[config.mk]
export PLATFORM = sky130hd
export DESIGN_NAME = systolic_ctrl_flat
export DESIGN_NICKNAME = d
export VERILOG_FILES = /design/src/rtl/systolic_pkg.sv /design/src/rtl/systolic_ctrl_if.sv /design/src/rtl/input_skew.sv /design/src/rtl/systolic_ctrl.sv /design/src/flat_wrapper.sv
export SDC_FILE = /design/constraint.sdc
export NUM_CORES = 1
export LEC_CHECK = 0
export CAP_MARGIN = 10
export CORE_AREA = 2 2 212 214
export DETAILED_ROUTE_END_ITERATION = 8
export DIE_AREA = 0 0 214 216
export GPL_ROUTABILITY_DRIVEN = 0
export PLACE_DENSITY = 0.69
export REMOVE_ABC_BUFFERS = 1
export SETUP_SLACK_MARGIN = 0.02
export SLEW_MARGIN = 15
export SYNTH_ARGS = -nofsm -noshare
export SYNTH_HDL_FRONTEND = slang
export SYNTH_SLANG_ARGS = --single-unit
[constraint.sdc]
create_clock -name clk -period 3.6 [get_ports clk]
set_input_delay 0.72 -clock clk [delete_from_list [all_inputs] [get_ports clk]]
set_output_delay 0.72 -clock clk [all_outputs]
set_load 0.01 [all_outputs]
[src/rtl/systolic_pkg.sv]
`default_nettype none
// ============================================================================
//  Module   : systolic_pkg
//  Purpose  : Shared array geometry and controller state encoding for the
//             weight-stationary systolic array sequencer.
//  Revision : 1.0  initial release
// ============================================================================
package systolic_pkg;

    localparam int SA_N  = 4;   // rows = columns of the array
    localparam int SA_DW = 32;  // weight / input element width
    localparam int SA_CW = 16;  // vector counter width

    typedef enum logic [2:0] {
        IDLE   = 3'd0,
        LOAD_W = 3'd1,
        SWITCH = 3'd2,
        STREAM = 3'd3,
        DRAIN  = 3'd4
    } ctrl_state_e;

endpackage
`default_nettype wire

[src/rtl/systolic_ctrl_if.sv]
`default_nettype none
// ============================================================================
//  Module   : systolic_ctrl_if
//  Purpose  : Control, weight stream, input stream and array-side signals of
//             the systolic sequencer. master = sequencer, slave = environment.
//  Revision : 1.0  initial release
// ============================================================================
interface systolic_ctrl_if
    import systolic_pkg::*;
#(
    parameter int N  = SA_N,
    parameter int DW = SA_DW,
    parameter int CW = SA_CW
);
    logic            ctrl_start;
    logic [CW-1:0]   ctrl_num_vec;
    logic            ctrl_busy;
    logic            ctrl_done;
    logic            w_valid;
    logic            w_ready;
    logic [N*DW-1:0] w_data;
    logic            x_valid;
    logic            x_ready;
    logic [N*DW-1:0] x_data;
    logic [N*DW-1:0] sys_weight;
    logic [N-1:0]    sys_accept_w;
    logic            sys_switch;
    logic [N*DW-1:0] sys_data;
    logic [N-1:0]    sys_start;
    logic [N-1:0]    sys_valid_in;

    modport master (
        input  ctrl_start, ctrl_num_vec, w_valid, w_data, x_valid, x_data, sys_valid_in,
        output ctrl_busy, ctrl_done, w_ready, x_ready,
               sys_weight, sys_accept_w, sys_switch, sys_data, sys_start
    );

    modport slave (
        output ctrl_start, ctrl_num_vec, w_valid, w_data, x_valid, x_data, sys_valid_in,
        input  ctrl_busy, ctrl_done, w_ready, x_ready,
               sys_weight, sys_accept_w, sys_switch, sys_data, sys_start
    );

endinterface
`default_nettype wire

[src/rtl/input_skew.sv]
`default_nettype none
// ============================================================================
//  Module   : input_skew
//  Purpose  : Triangular delay line giving the diagonal skew of the input
//             wavefront; lane i carries data+start through i register stages.
//  Revision : 1.0  initial release
// ============================================================================
module input_skew #(
    parameter int N  = 4,
    parameter int DW = 32
) (
    input  wire logic            clk,
    input  wire logic            rst_n,
    input  wire logic [N*DW-1:0] i_data,
    input  wire logic [N-1:0]    i_start,
    output logic      [N*DW-1:0] o_data,
    output logic      [N-1:0]    o_start
);

    for (genvar i = 0; i < N; i++) begin : g_lane
        if (i == 0) begin : g_pass
            assign o_data[DW-1:0] = i_data[DW-1:0];
            assign o_start[0]     = i_start[0];
        end else begin : g_dly
            logic [DW-1:0] r_data [i];
            logic [i-1:0]  r_start;

            // Shift this lane's element and start flag down an i-deep pipe
            always_ff @(posedge clk) begin
                if (!rst_n) begin
                    for (int k = 0; k < i; k++) r_data[k] <= '0;
                    r_start <= '0;
                end else begin
                    r_data[0]  <= i_data[i*DW +: DW];
                    r_start[0] <= i_start[i];
                    for (int k = 1; k < i; k++) begin
                        r_data[k]  <= r_data[k-1];
                        r_start[k] <= r_start[k-1];
                    end
                end
            end

            assign o_data[i*DW +: DW] = r_data[i-1];
            assign o_start[i]         = r_start[i-1];
        end
    end

endmodule
`default_nettype wire

[src/rtl/systolic_ctrl.sv]
`default_nettype none
// ============================================================================
//  Module   : systolic_ctrl
//  Purpose  : Job sequencer for the weight-stationary systolic array: loads a
//             weight tile, switches shadow->active, streams skewed input
//             vectors and counts results leaving the last column.
//  Revision : 1.0  initial release
// ============================================================================
module systolic_ctrl
    import systolic_pkg::*;
#(
    parameter int SYSTOLIC_ARRAY_WIDTH = SA_N,
    parameter int DATA_WIDTH           = SA_DW,
    parameter int CNT_WIDTH            = SA_CW
) (
    input  wire logic       clk,
    input  wire logic       rst_n,
    systolic_ctrl_if.master bus
);

    localparam int c_N      = SYSTOLIC_ARRAY_WIDTH;
    localparam int c_DW     = DATA_WIDTH;
    localparam int c_CW     = CNT_WIDTH;
    localparam int c_BEAT_W = $clog2(c_N + 1);
    localparam logic [c_BEAT_W-1:0] c_LAST_BEAT = c_BEAT_W'(c_N - 1);

    ctrl_state_e           r_state;
    logic [c_CW-1:0]       r_num_vec;
    logic [c_BEAT_W-1:0]   r_beat_cnt;
    logic [c_CW-1:0]       r_issue_cnt;
    logic [c_CW-1:0]       r_res_cnt;
    logic                  r_done;
    logic                  r_switch;
    logic [c_N*c_DW-1:0]   r_weight;
    logic [c_N-1:0]        r_accept_w;
    logic [c_N*c_DW-1:0]   r_x_data;
    logic                  r_x_start;

    logic w_w_ready;
    logic w_x_ready;
    logic w_w_fire;
    logic w_x_fire;
    logic w_count_res;
    logic w_unused_valid;

    // Ready depends only on state and counters, never on the valids
    assign w_w_ready   = (r_state == LOAD_W) && (r_beat_cnt < c_BEAT_W'(c_N));
    assign w_x_ready   = (r_state == STREAM) && (r_issue_cnt < r_num_vec);
    assign w_w_fire    = w_w_ready && bus.w_valid;
    assign w_x_fire    = w_x_ready && bus.x_valid;
    assign w_count_res = ((r_state == STREAM) || (r_state == DRAIN)) &&
                         bus.sys_valid_in[c_N-1] && (r_res_cnt < r_num_vec);

    // Only the last column's valid marks a completed result vector
    assign w_unused_valid = ^bus.sys_valid_in[c_N-2:0];

    // Sequencer FSM with its counters and registered array-side outputs
    always_ff @(posedge clk) begin
        if (!rst_n) begin
            r_state     <= IDLE;
            r_num_vec   <= '0;
            r_beat_cnt  <= '0;
            r_issue_cnt <= '0;
            r_res_cnt   <= '0;
            r_done      <= 1'b0;
            r_switch    <= 1'b0;
            r_weight    <= '0;
            r_accept_w  <= '0;
            r_x_data    <= '0;
            r_x_start   <= 1'b0;
        end else begin
            r_done     <= 1'b0;
            r_switch   <= 1'b0;
            r_weight   <= w_w_fire ? bus.w_data : '0;
            r_accept_w <= {c_N{w_w_fire}};
            r_x_data   <= w_x_fire ? bus.x_data : '0;
            r_x_start  <= w_x_fire;
            if (w_count_res) r_res_cnt <= r_res_cnt + 1'b1;

            case (r_state)
                IDLE: begin
                    if (bus.ctrl_start) begin
                        r_num_vec   <= bus.ctrl_num_vec;
                        r_beat_cnt  <= '0;
                        r_issue_cnt <= '0;
                        r_res_cnt   <= '0;
                        r_state     <= LOAD_W;
                    end
                end
                LOAD_W: begin
                    if (w_w_fire) begin
                        r_beat_cnt <= r_beat_cnt + 1'b1;
                        if (r_beat_cnt == c_LAST_BEAT) r_state <= SWITCH;
                    end
                end
                SWITCH: begin
                    // Lands one cycle after the final accept_w pulse
                    r_switch <= 1'b1;
                    if (r_num_vec == '0) begin
                        r_done  <= 1'b1;
                        r_state <= IDLE;
                    end else begin
                        r_state <= STREAM;
                    end
                end
                STREAM: begin
                    if (w_x_fire) begin
                        r_issue_cnt <= r_issue_cnt + 1'b1;
                        if (r_issue_cnt == r_num_vec - 1'b1) r_state <= DRAIN;
                    end
                end
                DRAIN: begin
                    if (r_res_cnt == r_num_vec) begin
                        r_done  <= 1'b1;
                        r_state <= IDLE;
                    end
                end
                default: r_state <= IDLE;
            endcase
        end
    end

    input_skew #(
        .N  (c_N),
        .DW (c_DW)
    ) u_skew (
        .clk     (clk),
        .rst_n   (rst_n),
        .i_data  (r_x_data),
        .i_start ({c_N{r_x_start}}),
        .o_data  (bus.sys_data),
        .o_start (bus.sys_start)
    );

    assign bus.ctrl_busy    = (r_state != IDLE);
    assign bus.ctrl_done    = r_done;
    assign bus.w_ready      = w_w_ready;
    assign bus.x_ready      = w_x_ready;
    assign bus.sys_weight   = r_weight;
    assign bus.sys_accept_w = r_accept_w;
    assign bus.sys_switch   = r_switch;

endmodule
`default_nettype wire

[src/flat_wrapper.sv]
// flat-port wrapper written by rule: the top's interface ports become plain ports
module systolic_ctrl_flat import systolic_pkg::*;
#(
    parameter int SYSTOLIC_ARRAY_WIDTH = SA_N,
    parameter int DATA_WIDTH           = SA_DW,
    parameter int CNT_WIDTH            = SA_CW
)
  (clk, rst_n, bus_ctrl_start, bus_ctrl_num_vec, bus_w_valid, bus_w_data, bus_x_valid, bus_x_data, bus_sys_valid_in, bus_ctrl_busy, bus_ctrl_done, bus_w_ready, bus_x_ready, bus_sys_weight, bus_sys_accept_w, bus_sys_switch, bus_sys_data, bus_sys_start);
  systolic_ctrl_if #(.N((4)), .DW((32)), .CW((16))) bus_i ();
  input  wire logic clk;
  input  wire logic rst_n;
  input wire logic [$bits(bus_i.ctrl_start)-1:0] bus_ctrl_start;
  input wire logic [$bits(bus_i.ctrl_num_vec)-1:0] bus_ctrl_num_vec;
  input wire logic [$bits(bus_i.w_valid)-1:0] bus_w_valid;
  input wire logic [$bits(bus_i.w_data)-1:0] bus_w_data;
  input wire logic [$bits(bus_i.x_valid)-1:0] bus_x_valid;
  input wire logic [$bits(bus_i.x_data)-1:0] bus_x_data;
  input wire logic [$bits(bus_i.sys_valid_in)-1:0] bus_sys_valid_in;
  output wire logic [$bits(bus_i.ctrl_busy)-1:0] bus_ctrl_busy;
  output wire logic [$bits(bus_i.ctrl_done)-1:0] bus_ctrl_done;
  output wire logic [$bits(bus_i.w_ready)-1:0] bus_w_ready;
  output wire logic [$bits(bus_i.x_ready)-1:0] bus_x_ready;
  output wire logic [$bits(bus_i.sys_weight)-1:0] bus_sys_weight;
  output wire logic [$bits(bus_i.sys_accept_w)-1:0] bus_sys_accept_w;
  output wire logic [$bits(bus_i.sys_switch)-1:0] bus_sys_switch;
  output wire logic [$bits(bus_i.sys_data)-1:0] bus_sys_data;
  output wire logic [$bits(bus_i.sys_start)-1:0] bus_sys_start;
  assign bus_i.ctrl_start = bus_ctrl_start;
  assign bus_i.ctrl_num_vec = bus_ctrl_num_vec;
  assign bus_i.w_valid = bus_w_valid;
  assign bus_i.w_data = bus_w_data;
  assign bus_i.x_valid = bus_x_valid;
  assign bus_i.x_data = bus_x_data;
  assign bus_i.sys_valid_in = bus_sys_valid_in;
  assign bus_ctrl_busy = bus_i.ctrl_busy;
  assign bus_ctrl_done = bus_i.ctrl_done;
  assign bus_w_ready = bus_i.w_ready;
  assign bus_x_ready = bus_i.x_ready;
  assign bus_sys_weight = bus_i.sys_weight;
  assign bus_sys_accept_w = bus_i.sys_accept_w;
  assign bus_sys_switch = bus_i.sys_switch;
  assign bus_sys_data = bus_i.sys_data;
  assign bus_sys_start = bus_i.sys_start;
  systolic_ctrl #(.SYSTOLIC_ARRAY_WIDTH(SYSTOLIC_ARRAY_WIDTH), .DATA_WIDTH(DATA_WIDTH), .CNT_WIDTH(CNT_WIDTH)) u_core (.clk(clk), .rst_n(rst_n), .bus(bus_i));
endmodule
==> flow_metrics.env <==
export IMPL_r2r_start="u_core.r_num_vec[9]"
export IMPL_end_kind="primary output"
export IMPL_fin_hold_ws_ns=0.424
export IMPL_postRouteAntennaNets=0
export IMPL_wl_per_cell_um=16.9
export IMPL_power_frac_seq_pct=46.9
export IMPL_clk_path_buf_depth=3
export IMPL_intPower_uw=9580
export IMPL_grt_setup_unrepaired="false"
export IMPL_synth_distinct_cells=51
export IMPL_setup_viol=0
export IMPL_syn_instance_count=1552
export IMPL_ys_top_cells_by_area="dfxtp_1, and2_1, and3_1"
export IMPL_portBuffers=546
export IMPL_maxSlewViolCount=0
export IMPL_status="finished clean"
export IMPL_via_per_inst=4.56
export IMPL_max_freq_mhz=292
export IMPL_ys_ff_latch=509
export IMPL_switchingPower_uw=2680
export IMPL_hp_start="u_core.u_skew.g_lane[2].g_dly.r_data[0][30]"
export IMPL_cts_root_buf="clkbuf_16"
export IMPL_crit_fanout=5
export IMPL_p_total_uw=12300
export IMPL_clock_skew_ns=0.00932
export IMPL_track_usage_pct=18.6
export IMPL_cts_buffers=53
export IMPL_layout_nets=2302
export IMPL_drive_above_1_share_pct=5.63
export IMPL_syn_area_um2=16700
export IMPL_p_clk_share_pct=45.6
export IMPL_clk_pin_slew_ns=0.06
export IMPL_area_growth_pct=42.6
export IMPL_firstDrtPassIters=5
export IMPL_fp_row_count=77
export IMPL_cp_start_kind="flip-flop"
export IMPL_cap_violations=0
export IMPL_cts_tree="done"
export IMPL_drtIter0Drc=602
export IMPL_required_ns=2.88
export IMPL_drt_wl_total_mm=44.3
export IMPL_yosysMostFrequentCell="dfxtp_1"
export IMPL_fin_crit_ns=3.42
export IMPL_async_reset_ff_share_pct=0
export IMPL_ctsHoldBuffers=0
export IMPL_vdd_ir_drop_worst_mv=0.391
export IMPL_drc=0
export IMPL_crit_arrival_ns=2.70
export IMPL_coreArea_um2=43800
export IMPL_synth_top_area_cell="dfxtp_1"
export IMPL_io_pins=550
export IMPL_hold_violations=0
export IMPL_cp_startpoint="u_core.r_num_vec[9]"
export IMPL_cts_sinks=509
export IMPL_swShare_pct=21.9
export IMPL_synth_commonest_cells="dfxtp_1, and2_1, and3_1"
export IMPL_clk_latency_ns=0.58
export IMPL_ys_warn_count=0
export IMPL_vias=11900
export IMPL_powerDensity_nw_per_um2=515
export IMPL_fp_dieArea_um2=46200
export IMPL_grt_pass1_wl_mm=67.0
export IMPL_maxSlewHeadroom_pct=37.8
export IMPL_worst_setup_path_type="flip-flop to primary output"
export IMPL_power_leakage_uw=0.00977
export IMPL_synth_edf_count=0
export IMPL_grt_overflow=0
export IMPL_synthFlopType="dfxtp_1"
export IMPL_die_w_um=214
export IMPL_post_route_period_util_pct=95.0
export IMPL_synth_top_area_share_pct=61.0
export IMPL_cts_setup_buffers=0
export IMPL_grt_max_degree=129
export IMPL_first_global_vias=11900
export IMPL_pwr_share_comb_pct=7.5
export IMPL_ff2ff_setup_slack_ns=0.50
export IMPL_fin_util_pct=54.4
export IMPL_avgSynthCellArea_um2=10.8
export IMPL_hpwlAfterDp_mm=32.7
export IMPL_start_util_pct=38.1
export IMPL_die_y_um=216
export IMPL_synth_seq_area_share_pct=61.0
export IMPL_tightestPinTransition_ns=0.934
export IMPL_h_tree_depth=2
export IMPL_antenna_found_initial=7
export IMPL_hold_path_class="flip-flop to flip-flop"
## critical path, cell delays in order (launching register included)
cell	delay, ns
dfxtp_2	0.38
inv_1	0.11
ha_1	0.32
a21o_1	0.20
nand3_1	0.08
a21oi_1	0.07
a2111o_1	0.50
nor4_2	0.17
dlygate4sd2_1	0.29
## worst paths after layout
kind,to,depth (start not counted)
min reg2reg,u_core.u_skew.g_lane[2].g_dly.r_data[0][62],1
max reg2reg,u_core.r_issue_cnt[13],9
max,bus_x_ready,8
min,u_core.u_skew.g_lane[2].g_dly.r_data[0][62],1
## layer usage
metal | GRT usage, % | part of all wire (%)
met1 | 20.0 | 38
met2 | 33.5 | 50
met3 | 5.84 | 8.4
met4 | 7.74 | 3.4
met5 | 0 | 0.054
## state kept, by name (all words and copies together), names as in the netlist
name	flops
u_core.u_skew.g_lane.g_dly.r_data	192
u_core.bus.sys_weight	128
u_core.r_x_data	128
u_core.r_issue_cnt	16
u_core.r_num_vec	16
u_core.r_res_cnt	16
u_core.r_beat_cnt	3
u_core.r_state	3
u_core.u_skew.g_lane.g_dly.r_start	3
u_core.bus.ctrl_done	1
u_core.bus.sys_accept_w	1
u_core.bus.sys_switch	1
u_core.r_x_start	1
## final cells by class
type / instances / area, um2
Fill cell: 3854 / 20000
Sequential cell: 509 / 10200
Timing Repair Buffer: 564 / 5660
Multi-Input combinational cell: 829 / 5320
Clock buffer: 76 / 1500
Tap cell: 592 / 741
Clock inverter: 22 / 307
Inverter: 26 / 97.6
Antenna cell: 2 / 5.00
## layout by cell type, fill, tap and decap left out, types with 5 or more instances in the layout
| cell type | count |
|---|---|
| clkbuf_16 | 53 |
| and3_1 | 138 |
| buf_12 | 5 |
| or4_1 | 19 |
| xor2_1 | 8 |
| nand2_1 | 61 |
| clkbuf_8 | 9 |
| nand3_1 | 19 |
| nor2b_1 | 5 |
| clkdlybuf4s50_1 | 544 |
| dfxtp_1 | 508 |
| clkinv_2 | 9 |
| inv_1 | 25 |
| nand4_1 | 12 |
| o21a_1 | 6 |
| nor3_1 | 8 |
| clkbuf_1 | 14 |
| buf_4 | 13 |
| nor4_1 | 7 |
| bufinv_16 | 6 |
| o21ai_0 | 16 |
| xnor2_1 | 15 |
| or3_1 | 11 |
| o31ai_1 | 18 |
| and2_1 | 329 |
| ha_1 | 38 |
| nor2_1 | 19 |
| a21oi_1 | 58 |
## power by group through the flow
stage / sequential, uW / clock (uW) / combinational (uW)
detailed placement: 5880 / 0 / 917
finish: 5750 / 5590 / 919
global route: 5760 / 5960 / 1000
floorplan: 5890 / 0 / 299
global placement: 5870 / 0 / 900
CTS: 5750 / 5750 / 922
## metrics by stage
stage / std cells / setup TNS, ns / instance area, um2 / setup slack [ns]
final: 2620 / 0 / 23800 / 0.180
after detailed placement: 2520 / 0 / 22000 / 0.336
after floorplan: 1364 / -386.79 / 15600 / -2.51
after global routing: 2619 / 0 / 23800 / 0.0518
after CTS: 2618 / 0 / 23800 / 0.133
after global placement: 2520 / 0 / 22000 / 0.419
## what timing repair did
item	CTS	global route
gates resized for setup	3	0
endpoints found under the setup margin	1	0
hold endpoints to repair	0	0
## cells by family after synthesis
| kind of cell | after synthesis | share of synthesized area, % |
|---|---|---|
| buffers and inverters | 214 | 7.30 |
| and+or+nand+nor | 642 | 23.0 |
| DFF | 509 | 61.0 |
| AOI/OAI and AO/OA | 125 | 4.57 |
| adders and majority gates | 38 | 2.85 |
| xor gates and xnor gates | 23 | 1.21 |
| muxes | 1 | 0.0599 |
(Power assumes the default switching activity.)
